### config.mk
export PLATFORM = sky130hd
export DESIGN_NAME = div_seq
export DESIGN_NICKNAME = d
export VERILOG_FILES = /design/src/rtl/div_seq.sv
export SDC_FILE = /design/constraint.sdc
export NUM_CORES = 1
export LEC_CHECK = 0
export ABC_CLOCK_PERIOD_IN_PS = 1800
export BUFFER_PORTS_ARGS = -buffer_cell sky130_fd_sc_hd__buf_2
export CORE_MARGIN = 8
export CORE_UTILIZATION = 37
export DETAILED_ROUTE_END_ITERATION = 10
export PLACE_DENSITY_LB_ADDON = 0.08
export SLEW_MARGIN = 25
export SYNTH_ARGS = -nofsm -noshare
export SYNTH_HDL_FRONTEND = slang
export SYNTH_SLANG_ARGS = --single-unit
### constraint.sdc
create_clock -name clk_i -period 1.8 [get_ports clk_i]
set_input_delay 0.36 -clock clk_i [delete_from_list [all_inputs] [get_ports clk_i]]
set_output_delay 0.36 -clock clk_i [all_outputs]
set_load 0.01 [all_outputs]
### src/rtl/div_seq.sv
// Sequential restoring divider: one (M+1)-bit conditional-subtract stage reused over N cycles,
// MSB first, with valid/ready handshakes on both the operand and the result side.
module div_seq #(
  parameter int unsigned N = 8,
  parameter int unsigned M = N
) (
  input  logic         clk_i,
  input  logic         rst_ni,
  input  logic         in_valid_i,
  output logic         in_ready_o,
  input  logic [N-1:0] a_i,
  input  logic [M-1:0] b_i,
  output logic         out_valid_o,
  input  logic         out_ready_i,
  output logic [N-1:0] q_o,
  output logic [M-1:0] r_o,
  output logic         dbz_o
);

  localparam int unsigned CntW = (N > 1) ? $clog2(N) : 1;

  typedef enum logic [1:0] {
    StIdle,
    StRun,
    StDone
  } state_e;

  state_e          state_q, state_d;
  logic [CntW-1:0] cnt_q, cnt_d;
  logic [N-1:0]    quo_q, quo_d;
  logic [M-1:0]    rem_q, rem_d;
  logic [M-1:0]    den_q, den_d;
  logic            dbz_q, dbz_d;

  logic [M:0]      trial;
  logic            trial_ge;
  logic [M-1:0]    step_rem;
  logic [N-1:0]    step_quo;

  // Partial remainder stays below the divisor, so T - D always fits in M bits and only the
  // low M bits of the subtraction are needed.
  always_comb begin
    trial    = {rem_q, quo_q[N-1]};
    trial_ge = (trial >= {1'b0, den_q});
    step_rem = trial_ge ? (trial[M-1:0] - den_q) : trial[M-1:0];
    step_quo = {quo_q[N-2:0], trial_ge};
  end

  always_comb begin
    state_d = state_q;
    cnt_d   = cnt_q;
    quo_d   = quo_q;
    rem_d   = rem_q;
    den_d   = den_q;
    dbz_d   = dbz_q;
    unique case (state_q)
      StIdle: begin
        if (in_valid_i) begin
          quo_d   = a_i;
          den_d   = b_i;
          rem_d   = '0;
          cnt_d   = CntW'(N - 1);
          dbz_d   = (b_i == '0);
          state_d = StRun;
        end
      end
      StRun: begin
        quo_d = step_quo;
        rem_d = step_rem;
        if (cnt_q == '0) begin
          state_d = StDone;
        end else begin
          cnt_d = cnt_q - CntW'(1);
        end
      end
      StDone: begin
        if (out_ready_i) begin
          state_d = StIdle;
        end
      end
      default: begin
        state_d = StIdle;
      end
    endcase
  end

  always_ff @(posedge clk_i) begin
    if (!rst_ni) begin
      state_q <= StIdle;
      cnt_q   <= '0;
      quo_q   <= '0;
      rem_q   <= '0;
      den_q   <= '0;
      dbz_q   <= 1'b0;
    end else begin
      state_q <= state_d;
      cnt_q   <= cnt_d;
      quo_q   <= quo_d;
      rem_q   <= rem_d;
      den_q   <= den_d;
      dbz_q   <= dbz_d;
    end
  end

  assign in_ready_o  = (state_q == StIdle);
  assign out_valid_o = (state_q == StDone);
  assign q_o         = quo_q;
  assign r_o         = rem_q;
  assign dbz_o       = dbz_q;

endmodule

Yosys cells after proc, flatten, opt, wreduce, memory -nomap -nowiden
Cells that the tools add are included.
W data, S select, Z words.
- input port bits: 20
- bits in registers: 30
- add/sub/neg operators: 2
- multiplexer cells: 12
- reduce and logical (&&, ||, !) cells: 8
- magnitude comparators: 1
- eq/ne operators: 6
- operators by type and width (operator ; count):
    $pmux W8 S2 ; 2
    $mux W8 ; 3
    $ge A9 B8 Y1 ; 1
    $logic_not A8 Y1 ; 1
    $sub A8 B8 Y8 ; 1
    $mux W2 ; 3
    $mux W3 ; 2
    $ne A2 B2 Y1 const B ; 3
    $pmux W2 S3 ; 1
    $pmux W3 S2 ; 1
    $reduce_and A3 Y1 ; 2
    $reduce_and A2 Y1 ; 2
    $logic_not A3 Y1 ; 1
    $sub A3 B1 Y3 const B ; 1
    $eq A2 B1 Y1 const B ; 1
    $eq A2 B2 Y1 const B ; 1
    $logic_not A2 Y1 ; 1
    $ne A2 B1 Y1 const B ; 1
    $reduce_bool A2 Y1 ; 1

Depth between registers and ports, before layout
- depth in word-level cells: 3
- mapped depth: 8
- depth with buffers taken out: 8

Worst setup path after synthesis
Ideal clock, no wire load.
- path type: reg-to-reg
- start: register quo_q[7] (netlist: q_o[7])
- end: register rem_q[6] (netlist: r_o[6])
- required time: 1673 ps
- arrival time: 1717 ps
- period minus slack after synthesis: 1845 ps
- cell stages (with the launch flop): 9
- path slack: -45 ps
- setup time: 127 ps
- path through: dfxtp_1 > inv_1 > ha_1 > fa_1 > nor2b_1 > o31a_1 > mux2i_1 > a31o_2 > o21ai_0
- cells in the longest elaborated chain, start to end: 3
- elaborated cells on any way between the ends: 4
- RTL lines (element ; RTL line ; RTL):
    from (decl) ; 30 ; logic [N-1:0] quo_q, quo_d;
    from (signal assigned) ; 98 ; quo_q <= quo_d;
    $sub A8 B8 Y8 or $ge A9 B8 Y1 (tied branches) ; 45, 44 ;
    $mux W8 * ; 45 ; step_rem = trial_ge ? (trial[M-1:0] - den_q) : trial[M-1:0];
    $pmux W8 S2 * ; 56 ; unique case (state_q)
    to (signal assigned) ; 99 ; rem_q <= rem_d;
    to (decl) ; 31 ; logic [M-1:0] rem_q, rem_d;
Mark *: on every way between the ends. The rest lies on a longest branch, timed or not.
A chain may end at the register's enable or synchronous reset.

Worst setup path after layout
- start: register den_q[1]
- end: register rem_q[0] (netlist: r_o[0])
- cells in the longest elaborated chain, start to end: 3
- RTL lines (element ; RTL line ; RTL):
    from (decl) ; 32 ; logic [M-1:0] den_q, den_d;
    from (signal assigned) ; 100 ; den_q <= den_d;
    $ge A9 B8 Y1 ; 44 ; trial_ge = (trial >= {1'b0, den_q});
    $mux W8 ; 45 ;
    $pmux W8 S2 ; 56 ;
Every way passes these cells.

==> reports/results.txt <==
Status: finished clean
Max Fclk: 580 MHz
Netlist cell types: 44
Fin crit share: 95.7%
Post-synth EDFFs: 0
Post-Synthesis Cells: 209
Final Hold Viols: 0
Number of max-cap violations: 0
Async set-reset flop share out of synthesis: 0%
Port Buffer Count: 38
GRT Total Usage: 12.7%
Peak fanout along the critical path: 5
CTS clk-pin slew, worst paths: 60 ps
Die Y-Extent: 83.1 um
Flop pwr share: 32.4%
Die X: 83.1 um
Clock Path Buffers: 2
Site Rows: 24
Root buffer cell: clkbuf_8
Top post-synthesis cells by count: 40 x nand2_1, 30 x dfxtp_1, 20 x nor2_1
Finished Core Util: 53.6%
Number of routed nets with antenna violations: 0
Crit path launch type: register
Final Setup Violations: 0
Gpl congestion: 0.773
R2R Setup Slk: 80 ps
Layout cells sized above 1: 37.5%
Final setup TNS: 0 ps
DRC viols: 0
Synth area leaders: dfxtp_1 36%, nand2_1 9.0%, ha_1 7.5%
Initial antenna violation count: 0
First drt pass iteration count: 4
Yosys top cell by area: dfxtp_1
Syn nets: 240
Top-count cell post-synth: nand2_1
Synth Register Bits: 30
TritonCTS Buffers: 5
Fin nets: 307
Combinational share of power: 40.2%
Routed WL: 4.51 mm
Pin slew with the least headroom to its limit: 394 ps
Power Dens Cells: 1050 nW/um^2
Initial Util: 38.3%
Synth top area share: 36.0%
Vias: 1,653
DR vias/cell: 5.02
Clock Power Share: 27.5%
Crit path DAT: 1930 ps
Depth of the CTS H-tree: 2
Switch share: 33.0%
VDD IR max: 461 uV
LEAKAGE: 0.00105 uW
Sequential-to-total area share from yosys stat: 36.0%
Clock latency on the worst-skew pair: 280 ps
RSZ-0062 raised after global routing: true
Worst Hold Class: in -> reg
Most Crowded Layer GR: met2
GR met1 Demand/Resource: 16.1%
Crit Path Class: reg -> reg
Antenna fix cells: 0
Worst setup EP type: register
Grt ovf: 0
Num ports: 39
Clk sink count: 30
Grt met3 use: 4.88%
Data required, critical path: 2010 ps
Post-CTS Hold Buffers: 0
Count of final max-slew check failures: 0
Ys flop type: dfxtp_1
Max_slew headroom: 73.5%
Core Footprint: 4350 um^2
Largest net degree at the start of global routing: 13
Number of global-route vias before repair: 1,579
1st-iter DRT viols: 62
Internal power: 1640 uW
YS warnings: 0
NetSw: 804 uW
Global-route wire length before repair: 7.32 mm
CTS tree: yes
Post-DP HPWL: 3.45 mm
Met2 Usage GRT: 19.4%
Mean post-synth cell area: 7.97 um^2
Die Area: 6910 um^2
Post-synthesis cell area: 1670 um^2
Routed len/inst: 13.7 um
Minimum clock period: 1720 ps
P&R area growth vs syn: 39.9%
Final Skew: 2.07 ps
==> state kept, by name, indices dropped and copies added (netlist names) <==
register / cells
cnt_q: 3
r_o: 8
den_q: 8
q_o: 8
state_q: 2
dbz_o: 1
==> metrics by stage <==
| stage | std cells | setup WS (ps) | area, um^2 | power [uW] | hold slack, ps |
|---|---|---|---|---|---|
| 2_1_floorplan | 209 | 3.11 | 1670 | 1370 | 436 |
| 3_3_place_gp | 316 | -33.1 | 2070 | 1640 | 441 |
| 3_5_place_dp | 316 | -73.3 | 2070 | 1640 | 448 |
| 4_1_cts | 326 | -12.8 | 2230 | 2370 | 322 |
| 5_1_grt | 329 | -42.3 | 2330 | 2600 | 320 |
| 6_report | 329 | 77.2 | 2330 | 2440 | 324 |
==> area by class of cell <==
cell class / count / area (um^2)
Clock inverter: 1 / 30.0
Clock buffer: 7 / 76.3
Tap cell: 52 / 65.1
Multi-Input combinational cell: 154 / 1070
Fill cell: 415 / 2020
Inverter: 17 / 63.8
Timing Repair Buffer: 68 / 417
Sequential cell: 30 / 607
==> worst max-delay path: stages, from the launching register on <==
cell and delay (ps):
dfxtp_2 360, inv_1 50, ha_1 210, a21oi_1 190, o21ai_2 110, a21oi_4 260
mux2_2 380, o21ai_2 100
==> cell usage in the layout (no fill, tap or decap), types with 7 or more instances in the layout <==
cell type | netlist | routed
a21oi_1 | 16 | 16
a311oi_1 | 7 | 7
buf_2 | 3 | 39
buf_4 | 0 | 28
dfxtp_1 | 30 | 25
inv_1 | 17 | 14
nand2_1 | 40 | 40
nor2_1 | 20 | 19
==> path summary, 6_finish.rpt <==
path,from,end,cells after the start
setup / recovery,den_q[1],r_o[0],7
hold / removal,b_i[1],den_q[1],3
setup reg to reg,den_q[1],r_o[0],7
hold reg to reg,den_q[3],den_q[3],2
==> what timing repair did <==
action                                  in CTS  in global routing
setup buffers                                2                  2
cloned                                       0                  1
pin swaps                                    4                  6
endpoints found under the setup margin       2                  8
resized for setup                            9                 18
==> cell families after synthesis <==
family                   Yosys count  synth area share, %
AO/OA/AOI/OAI                     57                 24.0
XOR/XNOR                           1                0.526
adder cells (fa/ha/maj)           11                 8.71
buffers and inverters             25                 6.31
flip-flops                        30                 36.0
multiplexers                       5                 3.38
AND/OR/NAND/NOR                   80                 21.0
==> routing by layer <==
metal / wire length, um / up-vias / share of wire, %
met1: 2200 / 746 / 49
met3: 245 / 7 / 5.4
met5: 0 / - / 0
met2: 2010 / 30 / 45
li1: - / 870 / -
met4: 49 / 0 / 1.1
==> power by group through the flow <==
stage / combinational, uW / clock [uW] / sequential, uW
global route: 1080 / 714 / 798
finish: 980 / 670 / 789
CTS: 900 / 689 / 785
detailed placement: 847 / 0 / 797
floorplan: 560 / 0 / 812
global placement: 848 / 0 / 796
Note: power is estimated with default switching activity, not from simulation.
